File: config.mk
export PLATFORM = sky130hd
export DESIGN_NAME = glb_rd_streamer_flat
export DESIGN_NICKNAME = d
export VERILOG_FILES = /design/src/rtl/glb_pkg.sv /design/src/rtl/glb_rd_streamer_if.sv /design/src/rtl/glb_sync_fifo.sv /design/src/rtl/glb_rd_streamer.sv /design/src/flat_wrapper.sv
export SDC_FILE = /design/constraint.sdc
export NUM_CORES = 1
export LEC_CHECK = 0
export CAP_MARGIN = 10
export CORE_ASPECT_RATIO = 1.4
export CORE_MARGIN = 3
export CORE_UTILIZATION = 60
export DETAILED_ROUTE_END_ITERATION = 10
export GPL_TIMING_DRIVEN = 0
export PLACE_DENSITY = 0.93
export SLEW_MARGIN = 40
export SYNTH_ARGS = -nofsm -noshare
export SYNTH_HDL_FRONTEND = slang
export SYNTH_HIERARCHICAL = 1
export SYNTH_SLANG_ARGS = --single-unit
export TNS_END_PERCENT = 30
File: constraint.sdc
create_clock -name clk -period 8.6 [get_ports clk]
set_input_delay 0.86 -clock clk [delete_from_list [all_inputs] [get_ports clk]]
set_output_delay 0.86 -clock clk [all_outputs]
set_load 0.03 [all_outputs]
File: src/rtl/glb_pkg.sv
// glb_pkg: GLB widths and read latency shared with GB_Cluster, plus the streamer FSM states.
package glb_pkg;
    localparam int GLB_DATA_BITWIDTH = 16;
    localparam int GLB_ADDR_BITWIDTH = 10;
    localparam int GLB_CNT_BITWIDTH  = 10;
    localparam int GLB_RD_LATENCY    = 1;
    typedef enum logic [1:0] {IDLE, ISSUE, DRAIN, DONE} glb_state_e;
endpackage

File: src/rtl/glb_rd_streamer_if.sv
// glb_rd_streamer_if: descriptor, GLB read port and output stream of one bank streamer.
interface glb_rd_streamer_if #(
    parameter int DATA_BITWIDTH = 16,
    parameter int ADDR_BITWIDTH = 10,
    parameter int CNT_BITWIDTH  = 10
);
    logic                     start;
    logic [ADDR_BITWIDTH-1:0] base_addr;
    logic [ADDR_BITWIDTH-1:0] stride;
    logic [CNT_BITWIDTH-1:0]  count;
    logic                     busy;
    logic                     done;
    logic                     read_req;
    logic [ADDR_BITWIDTH-1:0] r_addr;
    logic [DATA_BITWIDTH-1:0] r_data;
    logic                     out_valid;
    logic [DATA_BITWIDTH-1:0] out_data;
    logic                     out_last;
    logic                     out_ready;
    modport master (
        input  start, base_addr, stride, count, r_data, out_ready,
        output busy, done, read_req, r_addr, out_valid, out_data, out_last
    );
    modport slave (
        output start, base_addr, stride, count, r_data, out_ready,
        input  busy, done, read_req, r_addr, out_valid, out_data, out_last
    );
endinterface

File: src/rtl/glb_sync_fifo.sv
// glb_sync_fifo: power-of-two synchronous FIFO with occupancy output, async active-low reset.
module glb_sync_fifo #(
    parameter int WIDTH = 17,
    parameter int DEPTH = 4
) (
    input  logic                     clk,
    input  logic                     rst_n,
    input  logic                     i_push,
    input  logic [WIDTH-1:0]         i_data,
    input  logic                     i_pop,
    output logic [WIDTH-1:0]         o_data,
    output logic                     o_empty,
    output logic [$clog2(DEPTH):0]   o_occ
);
    localparam int AW = $clog2(DEPTH);
    logic [WIDTH-1:0] r_mem [DEPTH];
    logic [AW-1:0]    r_wr, r_rd;
    logic [AW:0]      r_occ;
    logic             w_push, w_pop;
    assign w_pop  = i_pop && r_occ != '0;
    assign w_push = i_push && (r_occ != (AW+1)'(DEPTH) || w_pop);
    always_ff @(posedge clk or negedge rst_n) begin
        if (!rst_n) begin
            r_wr  <= '0;
            r_rd  <= '0;
            r_occ <= '0;
        end else begin
            if (w_push) r_wr <= r_wr + AW'(1);
            if (w_pop)  r_rd <= r_rd + AW'(1);
            r_occ <= r_occ + (AW+1)'(w_push) - (AW+1)'(w_pop);
        end
    end
    always_ff @(posedge clk)
        if (w_push) r_mem[r_wr] <= i_data;
    assign o_data  = r_mem[r_rd];
    assign o_empty = r_occ == '0;
    assign o_occ   = r_occ;
endmodule

File: src/rtl/glb_rd_streamer.sv
// glb_rd_streamer: credit-limited GLB burst reader feeding a valid/ready stream with last-flag.
// Optional stall_cycles counter enabled by GLB_RD_STREAMER_STALL_CNT_EN.
module glb_rd_streamer
    import glb_pkg::*;
#(
    parameter int DATA_BITWIDTH = GLB_DATA_BITWIDTH,
    parameter int ADDR_BITWIDTH = GLB_ADDR_BITWIDTH,
    parameter int CNT_BITWIDTH  = GLB_CNT_BITWIDTH,
    parameter int RD_LATENCY    = GLB_RD_LATENCY,
    parameter int FIFO_DEPTH    = 4
) (
    input  logic              clk,
    input  logic              reset,
    glb_rd_streamer_if.master bus
`ifdef GLB_RD_STREAMER_STALL_CNT_EN
    , output logic [31:0]     stall_cycles
`endif
);
    localparam int AW = $clog2(FIFO_DEPTH);
    localparam int CW = AW + 2;
    glb_state_e               r_state, w_next;
    logic [ADDR_BITWIDTH-1:0] r_next_addr, r_stride, r_rd_addr, w_req_addr;
    logic [CNT_BITWIDTH-1:0]  r_count, r_issued;
    logic                     r_read_req, r_read_last, r_zero;
    logic [RD_LATENCY-1:0]    r_dly, r_dly_last;
    logic [AW:0]              w_occ;
    logic [CW-1:0]            w_sum;
    logic [DATA_BITWIDTH:0]   w_head;
    logic w_empty, w_start, w_first, w_req, w_req_last, w_pop, w_last_pop, w_busy;
    assign w_start    = bus.start && r_state == IDLE;
    assign w_first    = w_start && bus.count != '0;
    assign w_sum      = CW'(r_read_req) + CW'($countones(r_dly)) + CW'(w_occ);
    assign w_req      = w_first || (r_state == ISSUE && w_sum < CW'(FIFO_DEPTH));
    assign w_req_last = w_first ? bus.count == CNT_BITWIDTH'(1)
                                : w_req && r_issued == r_count - CNT_BITWIDTH'(1);
    assign w_req_addr = w_first ? bus.base_addr : r_next_addr;
    assign w_pop      = !w_empty && bus.out_ready;
    assign w_last_pop = w_pop && w_head[DATA_BITWIDTH];
    assign w_busy     = r_state == ISSUE || r_state == DRAIN || (r_state == DONE && r_zero);
    always_comb begin
        w_next = r_state;
        case (r_state)
            IDLE:    if (w_start) w_next = bus.count == '0 ? DONE : (w_req_last ? DRAIN : ISSUE);
            ISSUE:   if (w_req_last) w_next = DRAIN;
            DRAIN:   if (!r_read_req && r_dly == '0 && w_last_pop) w_next = DONE;
            default: w_next = IDLE;
        endcase
    end
    always_ff @(posedge clk or negedge reset) begin
        if (!reset) begin
            r_state     <= IDLE;
            r_next_addr <= '0;
            r_stride    <= '0;
            r_rd_addr   <= '0;
            r_count     <= '0;
            r_issued    <= '0;
            r_read_req  <= 1'b0;
            r_read_last <= 1'b0;
            r_zero      <= 1'b0;
            r_dly       <= '0;
            r_dly_last  <= '0;
        end else begin
            r_state     <= w_next;
            r_read_req  <= w_req;
            r_read_last <= w_req && w_req_last;
            if (w_start) begin
                r_stride <= bus.stride;
                r_count  <= bus.count;
                r_zero   <= bus.count == '0;
            end
            if (w_req) begin
                r_rd_addr   <= w_req_addr;
                r_next_addr <= w_req_addr + (w_first ? bus.stride : r_stride);
                r_issued    <= w_first ? CNT_BITWIDTH'(1) : r_issued + CNT_BITWIDTH'(1);
            end
            // Tag each request so its data is captured exactly RD_LATENCY cycles later.
            r_dly[0]      <= r_read_req;
            r_dly_last[0] <= r_read_last;
            for (int i = 1; i < RD_LATENCY; i++) begin
                r_dly[i]      <= r_dly[i-1];
                r_dly_last[i] <= r_dly_last[i-1];
            end
        end
    end
    glb_sync_fifo #(.WIDTH(DATA_BITWIDTH + 1), .DEPTH(FIFO_DEPTH)) u_fifo (
        .clk     (clk),
        .rst_n   (reset),
        .i_push  (r_dly[RD_LATENCY-1]),
        .i_data  ({r_dly_last[RD_LATENCY-1], bus.r_data}),
        .i_pop   (w_pop),
        .o_data  (w_head),
        .o_empty (w_empty),
        .o_occ   (w_occ)
    );
    assign bus.busy      = w_busy;
    assign bus.done      = r_state == DONE;
    assign bus.read_req  = r_read_req;
    assign bus.r_addr    = r_rd_addr;
    assign bus.out_valid = !w_empty;
    // Head is masked when empty so stale entries never show on the stream pins.
    assign bus.out_data  = w_empty ? '0 : w_head[DATA_BITWIDTH-1:0];
    assign bus.out_last  = !w_empty && w_head[DATA_BITWIDTH];
`ifdef GLB_RD_STREAMER_STALL_CNT_EN
    logic [31:0] r_stall;
    always_ff @(posedge clk or negedge reset) begin
        if (!reset) r_stall <= '0;
        else if (w_start) r_stall <= '0;
        else if (w_busy && !w_empty && !bus.out_ready && r_stall != '1) r_stall <= r_stall + 32'd1;
    end
    assign stall_cycles = r_stall;
`endif
endmodule

File: src/flat_wrapper.sv
// flat-port wrapper written by rule: the top's interface ports become plain ports
module glb_rd_streamer_flat import glb_pkg::*;
#(
    parameter int DATA_BITWIDTH = GLB_DATA_BITWIDTH,
    parameter int ADDR_BITWIDTH = GLB_ADDR_BITWIDTH,
    parameter int CNT_BITWIDTH  = GLB_CNT_BITWIDTH,
    parameter int RD_LATENCY    = GLB_RD_LATENCY,
    parameter int FIFO_DEPTH    = 4
)
  (clk, reset, bus_start, bus_base_addr, bus_stride, bus_count, bus_r_data, bus_out_ready, bus_busy, bus_done, bus_read_req, bus_r_addr, bus_out_valid, bus_out_data, bus_out_last);
  glb_rd_streamer_if #(.DATA_BITWIDTH(DATA_BITWIDTH), .ADDR_BITWIDTH(ADDR_BITWIDTH), .CNT_BITWIDTH(CNT_BITWIDTH)) bus_i ();
  input  logic clk;
  input  logic reset;
  input wire logic [$bits(bus_i.start)-1:0] bus_start;
  input wire logic [$bits(bus_i.base_addr)-1:0] bus_base_addr;
  input wire logic [$bits(bus_i.stride)-1:0] bus_stride;
  input wire logic [$bits(bus_i.count)-1:0] bus_count;
  input wire logic [$bits(bus_i.r_data)-1:0] bus_r_data;
  input wire logic [$bits(bus_i.out_ready)-1:0] bus_out_ready;
  output wire logic [$bits(bus_i.busy)-1:0] bus_busy;
  output wire logic [$bits(bus_i.done)-1:0] bus_done;
  output wire logic [$bits(bus_i.read_req)-1:0] bus_read_req;
  output wire logic [$bits(bus_i.r_addr)-1:0] bus_r_addr;
  output wire logic [$bits(bus_i.out_valid)-1:0] bus_out_valid;
  output wire logic [$bits(bus_i.out_data)-1:0] bus_out_data;
  output wire logic [$bits(bus_i.out_last)-1:0] bus_out_last;
  assign bus_i.start = bus_start;
  assign bus_i.base_addr = bus_base_addr;
  assign bus_i.stride = bus_stride;
  assign bus_i.count = bus_count;
  assign bus_i.r_data = bus_r_data;
  assign bus_i.out_ready = bus_out_ready;
  assign bus_busy = bus_i.busy;
  assign bus_done = bus_i.done;
  assign bus_read_req = bus_i.read_req;
  assign bus_r_addr = bus_i.r_addr;
  assign bus_out_valid = bus_i.out_valid;
  assign bus_out_data = bus_i.out_data;
  assign bus_out_last = bus_i.out_last;
  glb_rd_streamer #(.DATA_BITWIDTH(DATA_BITWIDTH), .ADDR_BITWIDTH(ADDR_BITWIDTH), .CNT_BITWIDTH(CNT_BITWIDTH), .RD_LATENCY(RD_LATENCY), .FIFO_DEPTH(FIFO_DEPTH)) u_core (.clk(clk), .reset(reset), .bus(bus_i));
endmodule
* Yosys cells after proc, flatten, opt, wreduce, memory -nomap -nowiden
Memories as Yosys holds them, arrays and structs flattened.
Cells that the tools add are included.
** Word-level totals
- Bits in registers :: 64
- Latch bits :: 0
- RAM bits :: 68
- Bits in read-only memories :: 0
- Input bits :: 50
- Output and inout port bits :: 31
- Word-level logic and storage cells :: 73
- Memories kept :: 1
** Cells by class
- Add/subtract/negate cells :: 9
- Multipliers :: 0
- Divide/modulo/power cells :: 0
- Order comparisons :: 1
- Eq/ne operators :: 9
- Shift operators :: 0
- Muxes and demuxes :: 13
- Bitwise logic cells :: 1
- Reduce and logical (&&, ||, !) cells :: 25
** Memory list
- u_core.u_fifo.r_mem :: depth 4, width 17, read ports 1, clocked after Yosys merged registers in 0, wr ports 1, line glb_sync_fifo.sv:16 : logic [WIDTH-1:0] r_mem [DEPTH];
** Operators with widths (count)
- $mux W10 :: 3
- $mux W16 :: 1
- $logic_and A1 B1 Y1 :: 13
- $add A10 B1 Y10 const B :: 1
- $add A10 B10 Y10 :: 1
- $eq A10 B1 Y1 const B :: 1
- $eq A10 B10 Y1 :: 1
- $logic_not A10 Y1 :: 1
- $mux W2 :: 5
- $reduce_bool A10 Y1 :: 1
- $sub A10 B1 Y10 const B :: 1
- $pmux W2 S3 :: 1
- $add A2 B1 Y2 const B :: 2
- $add A4 B3 Y4 :: 1
- $eq A2 B2 Y1 const B :: 2
- $logic_or A1 B1 Y1 :: 4
- $lt A4 B3 Y1 const B :: 1
- $ne A2 B1 Y1 const B :: 2
- $add A3 B1 Y3 :: 1
- $logic_not A3 Y1 :: 1
- $mux W1 :: 3
- $ne A3 B3 Y1 const B :: 1
- $reduce_and A3 Y1 :: 1
- $reduce_bool A3 Y1 :: 1
- 7 further kinds :: 8

* Depth between registers and ports, before layout
Gate-level depths: netlist (run 1).
- Depth in word-level cells :: 11
- Mapped depth :: 17
- Gate-level depth less buffers :: 15

* Cells and area by module
The synthesis (run 1) kept the hierarchy.
** Modules (own cells, without submodules)
- glb_rd_streamer :: times used 1, cells an instance 354, area an instance 3494.6 um2, sequential area each 1426.4 um2
- glb_sync_fifo :: times used 1, cells an instance 124, area an instance 2859.0 um2, sequential area each 2217.1 um2

* Worst setup path before layout (run 1)
No wires, ideal clock.
- Path type :: in2reg
- Start :: input port bus_count[8]
- End :: register u_core.r_next_addr[8]
- Setup time :: 95 ps
- Arrival time :: 3956 ps
- Required time :: 8505 ps
- Path slack :: 4548 ps
- Cell stages on the path :: 17
- Path buffers :: 2
- Cell sequence :: nor4_1 -> nand3_1 -> nor2_1 -> nor2_1 -> clkbuf_1 -> clkbuf_1 -> mux2_2 -> ha_1 -> inv_1 -> fa_1 -> nor2b_1 -> o21ai_0 -> a21boi_0 -> o21ai_0 -> a211oi_1 -> nor3_1 -> o31ai_1
** On the way
- Longest elaborated chain between the ends :: 4
- Elaborated cells between the ends (all ways) :: 6
- Those cells by class :: add/sub: 1; mux: 2; reduce/logical: 3
** RTL lines
- start: declaration :: line flat_wrapper.sv:17 : input wire logic [$bits(bus_i.count)-1:0] bus_count;
- $reduce_bool A10 Y1 (*) :: line glb_rd_streamer.sv:31 : assign w_first = w_start && bus.count != '0;
- $logic_and A1 B1 Y1 (*) :: line glb_rd_streamer.sv:31
- $mux W10 (on tied branches) :: line glb_rd_streamer.sv:36, glb_rd_streamer.sv:73
- $add A10 B10 Y10 :: line glb_rd_streamer.sv:73 : r_next_addr <= w_req_addr + (w_first ? bus.stride : r_stride);
- end signal: assignment :: line glb_rd_streamer.sv:73
- end: declaration :: line glb_rd_streamer.sv:22 : logic [ADDR_BITWIDTH-1:0] r_next_addr, r_stride, r_rd_addr, w_req_addr;
Mark *: on every way between the ends. The rest lies on a longest branch, timed or not.
A chain may end at the register's enable or synchronous reset.

* Final worst setup path (run 1)
- Start :: input port bus_count[6]
- End :: register u_core.r_next_addr[8]
The elaborated chain is that of the path after synthesis.

==> metrics.md, run 1 <==
| Metric | Value |
|---|---|
| RSZ-0062 raised after global routing | false |
| N_diodes | 0 |
| Area grow syn2layout | 25.1% |
| Port bufs | 80 |
| Post-DP Area | 7350 sq um |
| Outcome | complete, no violations |
| Reg2Reg Setup Slack | 3.68 ns |
| Syn_nets | 552 |
| Synth Area per Inst | 13.3 sq um |
| Final setup violation count | 0 |
| Per-cell routed wire length | 19.3 microns |
| Root Driver | clkbuf_16 |
| Final nets | 652 |
| Global-route wire length before repair | 22800 microns |
| Initial antenna violation count | 0 |
| CP Launch Type | input port |
| DRC violations left | 0 |
| 1st-iter DRT viols | 269 |
| Sinks on Clock Net | 132 |
| H-tree levels | 4 |
| Tcrit/Tclk final | 60.5% |
| Commonest non-fill, non-tap cells in the layout | clkdlybuf4s50_1, edfxtp_1, dfrtp_1 |
| Main flop type after synthesis | edfxtp_1 |
| Worst-path fanout max | 10 |
| Postcts setup bufs | 0 |
| Die Y | 128 microns |
| Clk_skew | 0.00873 ns |
| RePlAce Congestion | 0.826 |
| Mapped Cells | 478 |
| Via count | 4243 |
| Cell Area, Synth | 6350 sq um |
| Max-slew violation count | 0 |
| Pwr/cell area | 415 nW/um^2 |
| DRT met1 WL | 5240 microns |
| HP Class | in2async |
| Worst skew pair latency | 0.41 ns |
| Clk slew on worst S/H paths | 0.06 ns |
| DR vias/cell | 5.85 |
| Starting Density | 62.8% |
| Yosys reg bits | 132 |
| Fin crit period | 5.20 ns |
| Number of distinct library cells after synthesis | 60 |
| Hold Fails Final Rpt | 0 |
| Yosys warns | 6 |
| Total track usage | 25.2% |
| Final ANT Viol Nets | 0 |
| Seq/Total Area, Yosys | 57.3% |
| Commonest non-fill, non-tap cell in the layout | clkdlybuf4s50_1 |
| Detailed-route wire length | 14000 microns |
| Post-synth ARST share | 48.5% |
| Finished Cell Area | 7950 sq um |
| Worst slew pin tran | 0.759 ns |
| Proportion of layout cells with a drive suffix above 1 | 17.5% |
| CTS Hold Bufs | 0 |
| WS Path Type | in2reg |
| Max-slew headroom | 49.4% |
| Largest net degree at the start of global routing | 38 |
| Setup TNS | 0 ns |
| Vias in the first global route | 4609 |
| Max Freq | 0.192 GHz |
| CTS tree | yes |
| Worst EP arrival | 5.51 ns |
| P_leak | 3.08 nW |
| Chip width | 93.0 microns |
| Maxcap violations | 0 |
| Worst VDD drop | 0.288 mV |
| WL met3 | 629 microns |
| Worst setup EP type | flip-flop |
| Post-synth EDFFs | 68 |
| Num CTS Buffers | 17 |
| Top Metal Used | met4 |
| Total gr overflow | 0 |
| Crit path launch | bus_count[6] |
| Required time of the critical path | 8.90 ns |
| Ports | 81 |
| Post-DP HPWL | 9670 microns |
| Deepest clock path buffer count | 2 |
| WL met2 | 7980 microns |
| DR pass1 iterations | 5 |
| R2r startpoint | u_core/r_state[1] |
| Die Area | 11900 sq um |
| Core Area | 10100 sq um |
| Rows | 43 |
| Final Power | 3.30 mW |
| Post-cts sizing count | 0 |
==> critical path, cell delays in order <==
cell and delay, ns:
clkdlybuf4s50_1 0.50, nor3_1 0.06, nand3_1 0.18, nor2_1 0.13, nor2_1 0.43, clkbuf_1 0.55
clkbuf_1 0.56, mux2_2 0.27, ha_1 0.15, inv_1 0.06, fa_1 0.41, nor2b_1 0.14
o21ai_0 0.13, a21boi_0 0.28, o21ai_0 0.15, a211oi_1 0.31, nor3_1 0.08, o31ai_1 0.24
==> logic make-up after synthesis <==
logic type               Yosys count  share of synthesized area, %
adder cells (fa/ha/maj)           24                          4.96
multiplexers                      61                          13.9
buffers and inverters             39                          2.70
flip-flops                       132                          57.3
AND/OR/NAND/NOR                  145                          11.5
AO/OA/AOI/OAI                     43                          4.94
XOR/XNOR                          34                          4.69
==> cell usage after synthesis, types with 2 or more instances <==
cell	number	area share (%)
a211oi_1	2	0.24
a21o_1	2	0.24
a21oi_1	11	0.87
and2_1	4	0.39
and3_1	4	0.39
buf_1	2	0.12
buf_2	2	0.16
buf_4	2	0.24
buf_6	2	0.35
clkbuf_1	9	0.53
dfrtp_1	64	25
edfxtp_1	68	32
fa_1	2	0.63
ha_1	22	4.3
inv_1	20	1.2
inv_2	2	0.12
mux2_1	7	1.2
mux2_2	31	5.5
mux2_4	2	0.47
mux2i_1	4	0.63
mux4_2	17	6.0
nand2_1	13	0.77
nand2b_1	3	0.30
nand3_1	10	0.79
nand3b_1	3	0.35
nand4_1	5	0.49
nor2_1	57	3.4
nor2b_1	22	2.2
nor3_1	11	0.87
nor4_1	2	0.20
o2111ai_1	3	0.41
o21a_1	2	0.24
o21ai_0	7	0.55
or3_1	2	0.20
or4_1	2	0.24
xnor2_1	21	2.9
xor2_1	13	1.8
==> flip-flops by register name, indices dropped and copies added (netlist names), 3 cells and up <==
| register | flops |
|---|---|
| u_core/u_fifo/r_mem | 68 |
| u_core/r_count | 10 |
| u_core/r_issued | 10 |
| u_core/r_stride | 10 |
| u_core/u_fifo/o_occ | 3 |
| u_core/r_next_addr | 10 |
| u_core/bus.r_addr | 10 |
==> cell type report <==
| class | instances | area (sq um) |
|---|---|---|
| Sequential cell | 132 | 3640 |
| Multi-Input combinational cell | 307 | 2550 |
| Fill cell | 600 | 2160 |
| Timing Repair Buffer | 81 | 818 |
| Clock buffer | 17 | 425 |
| Clock inverter | 14 | 175 |
| Tap cell | 135 | 169 |
| Buffer | 17 | 88.8 |
| Inverter | 22 | 82.6 |
==> through the flow <==
| step | setup WS (ns) | hold slack [ns] | util [%] | cells |
|---|---|---|---|---|
| global placement | 3.17 | 0.332 | 72.4 | 693 |
| finish | 3.40 | 0.366 | 78.6 | 725 |
| floorplan | 4.55 | 0.331 | - | 478 |
| detailed placement | 3.10 | 0.346 | 72.6 | 694 |
| global route | 3.00 | 0.374 | 78.6 | 725 |
| CTS | 3.47 | 0.363 | 78.6 | 725 |
==> routing by layer <==
layer  track usage (%)  vias to the layer above
met2              47.2                      148
li1                  -                     1932
met4              9.66                        0
met1              27.7                     2145
met5                 0                        -
met3              5.11                       18
==> worst paths after layout <==
path,endpoint,depth (start not counted)
max in group asynchronous,u_core/r_count[1],2
worst max register to register,u_core/r_next_addr[8],17
worst min register to register,u_core/r_dly_last,0
worst min-delay path,u_core/bus.r_addr[4],1
worst max-delay path,u_core/r_next_addr[8],18
min in group clk,u_core/r_dly_last,0
==> report_power, final <==
part           internal [mW]  leakage [nW]  total [mW]  switching, mW
combinational          0.707          1.40        1.58          0.872
clock                  0.457         0.287       0.729          0.272
sequential             0.871          1.39       0.995          0.124
total                   2.04          3.08        3.30           1.27
Note: power is estimated with default switching activity, not from simulation.
==> inputs of run 2 (changes only) <==
--- a/config.mk
+++ b/config.mk
@@ -8,10 +8,10 @@
 export CAP_MARGIN = 10
 export CORE_ASPECT_RATIO = 1.4
 export CORE_MARGIN = 3
-export CORE_UTILIZATION = 60
+export CORE_UTILIZATION = 56
 export DETAILED_ROUTE_END_ITERATION = 10
 export GPL_TIMING_DRIVEN = 0
-export PLACE_DENSITY = 0.93
+export PLACE_DENSITY = 0.88
 export SLEW_MARGIN = 40
 export SYNTH_ARGS = -nofsm -noshare
 export SYNTH_HDL_FRONTEND = slang
==> constraint.sdc (replaced) <==
create_clock -name clk -period 4.8 [get_ports clk]
set_input_delay 0.48 -clock clk [delete_from_list [all_inputs] [get_ports clk]]
set_output_delay 0.48 -clock clk [all_outputs]
set_load 0.03 [all_outputs]
==> metrics.md, run 2 (synthesis gave the netlist of run 1 again) <==
| Metric | Value |
|---|---|
| Per-cell routed wire length | 18.1 microns |
| Postcts setup bufs | 0 |
| Final setup violation count | 0 |
| 1st-iter DRT viols | 182 |
| RSZ-0062 raised after global routing | false |
| Required time of the critical path | 5.07 ns |
| Final nets | 654 |
| Total track usage | 22.5% |
| Max Freq | 0.228 GHz |
| Die Y | 132 microns |
| HP Start | u_core/r_read_last |
| R2r worst-path depth | 17 |
| Initial antenna violation count | 0 |
| Core Area | 11000 sq um |
| Seq pwr share | 30.3% |
| DP Cell Count | 701 |
| Global-route wire length before repair | 21600 microns |
| Commonest non-fill, non-tap cell in the layout | clkdlybuf4s50_1 |
| H-tree levels | 4 |
| Setup TNS | 0 ns |
| Comb power frac | 48.2% |
| Hold Fails Final Rpt | 0 |
| Worst skew pair latency | 0.41 ns |
| Worst-path fanout max | 10 |
| Final ANT Viol Nets | 0 |
| Die Area | 12700 sq um |
| Port bufs | 80 |
| Clock power share | 21.5% |
| Fin crit period | 4.39 ns |
| Net Switching | 2.24 mW |
| Sinks on Clock Net | 132 |
| Worst VDD drop | 0.668 mV |
| DR pass1 iterations | 5 |
| HP Class | reg2reg |
| Clk_skew | 0.0139 ns |
| Num CTS Buffers | 17 |
| Chip width | 96.0 microns |
| Area grow syn2layout | 25.4% |
| Max-slew headroom | 52.5% |
| Worst Hold Endpoint | u_core/r_dly_last |
| Via count | 4252 |
| Rows | 45 |
| Hold depth | 0 |
| Pwr/cell area | 733 nW/um^2 |
| Max FFs per register | 68 |
| Reg with most FFs | u_core/u_fifo/r_mem |
| Vias in the first global route | 4463 |
| Clk slew on worst S/H paths | 0.06 ns |
| Detailed-route wire length | 13300 microns |
| Starting Density | 57.9% |
| Largest net degree at the start of global routing | 42 |
| R2r startpoint | u_core/r_state[1] |
| Ports | 81 |
| Maxcap violations | 0 |
| Worst slew pin tran | 0.709 ns |
| Multi-input gate area | 2550 sq um |
| Tcrit/Tclk final | 91.5% |
| Total gr overflow | 0 |
| Root Driver | clkbuf_16 |
| Net Sw Frac | 38.3% |
| Post-DP HPWL | 9110 microns |
| N_diodes | 0 |
| DRC violations left | 0 |
| Max-slew violation count | 0 |
| Worst setup EP type | flip-flop |
| Reg2Reg Setup Slack | 0.49 ns |
| Final Power | 5.84 mW |
| Commonest non-fill, non-tap cells in the layout | clkdlybuf4s50_1, edfxtp_1, dfrtp_1 |
| Worst EP arrival | 4.66 ns |
| Internal power | 3.60 mW |
| Reg area | 3640 sq um |
| R2R Path End | u_core/r_next_addr[8] |
| Deepest clock path buffer count | 2 |
| RePlAce Congestion | 0.843 |
| DR vias/cell | 5.79 |
| Fill cells | 698 |
| CP Launch Type | input port |
| WS Path Type | in2reg |
| CTS tree | yes |
| Outcome | complete, no violations |
| P_leak | 3.08 nW |
| Proportion of layout cells with a drive suffix above 1 | 17.7% |
| Finished Layout Cells | 734 |
-- run 2: worst max-delay path, cell delays in order --
cell	delay (ns)
clkdlybuf4s50_1	0.42
nor4_1	0.33
nand3_1	0.29
nor2_2	0.27
nor2_2	0.12
clkbuf_2	0.26
clkbuf_2	0.29
mux2_2	0.27
ha_1	0.18
inv_1	0.06
fa_1	0.41
nor2b_1	0.16
o21ai_0	0.14
a21boi_0	0.26
o21ai_0	0.15
a211oi_1	0.34
o21a_1	0.17
o31ai_1	0.07
-- run 2: layer usage --
metal  track usage (%)  vias up  wire length, microns
met5                 0        -                     0
met4              11.7        0                   409
met3              5.14       35                   761
met2              38.7      183                  7190
met1              25.3     2095                  4940
li1                  -     1939                     -
-- run 2: worst max path at each step --
stage / from / to / slack [ns] / cells past startpoint
floorplan: u_core/r_state[1] / u_core/r_next_addr[8] / 0.99 / 17
global placement: bus_count[1] / u_core/r_next_addr[8] / -0.20 / 18
detailed placement: bus_count[2] / u_core/r_next_addr[8] / -0.35 / 18
CTS: u_core/r_state[1] / u_core/r_next_addr[8] / 0.17 / 17
global route: u_core/r_state[1] / u_core/r_next_addr[8] / 0.09 / 17
finish: bus_count[8] / u_core/r_next_addr[8] / 0.41 / 18
-- run 2: per-stage QoR --
| step | utilization (%) | instance area (sq um) | hold WS [ns] | worst slack (ns) |
|---|---|---|---|---|
| floorplan | - | 6350 | 0.184 | 0.986 |
| global placement | 66.8 | 7330 | 0.333 | -0.200 |
| detailed placement | 67.1 | 7370 | 0.341 | -0.351 |
| CTS | 72.5 | 7960 | 0.348 | 0.166 |
| global route | 72.6 | 7970 | 0.358 | 0.0944 |
| finish | 72.6 | 7970 | 0.349 | 0.410 |
-- run 2: final cells by class --
| cell class | instances | area share (%) |
|---|---|---|
| clock buffer | 17 | 5.34 |
| inverter | 22 | 1.04 |
| sequential | 132 | 45.7 |
| tap | 141 | 2.21 |
| timing repair buffer | 83 | 10.6 |
| multi-input combinational | 307 | 32.0 |
| buffer | 17 | 1.15 |
| clock inverter | 15 | 1.93 |
-- run 2: power by group through the flow --
stage	Clock, mW	Sequential, mW	Combinational, mW
global placement	0	1.76	2.67
finish	1.26	1.77	2.81
detailed placement	0	1.78	2.79
floorplan	0	1.81	1.92
CTS	1.28	1.77	2.82
global route	1.33	1.81	3.07
-- run 2: repair_timing --
action / in CTS / in global routing
setup endpoints to repair: 1 / 2
hold endpoints to repair: 23 / 0
gates resized for setup: 1 / 4
hold buffers: 1 / 0
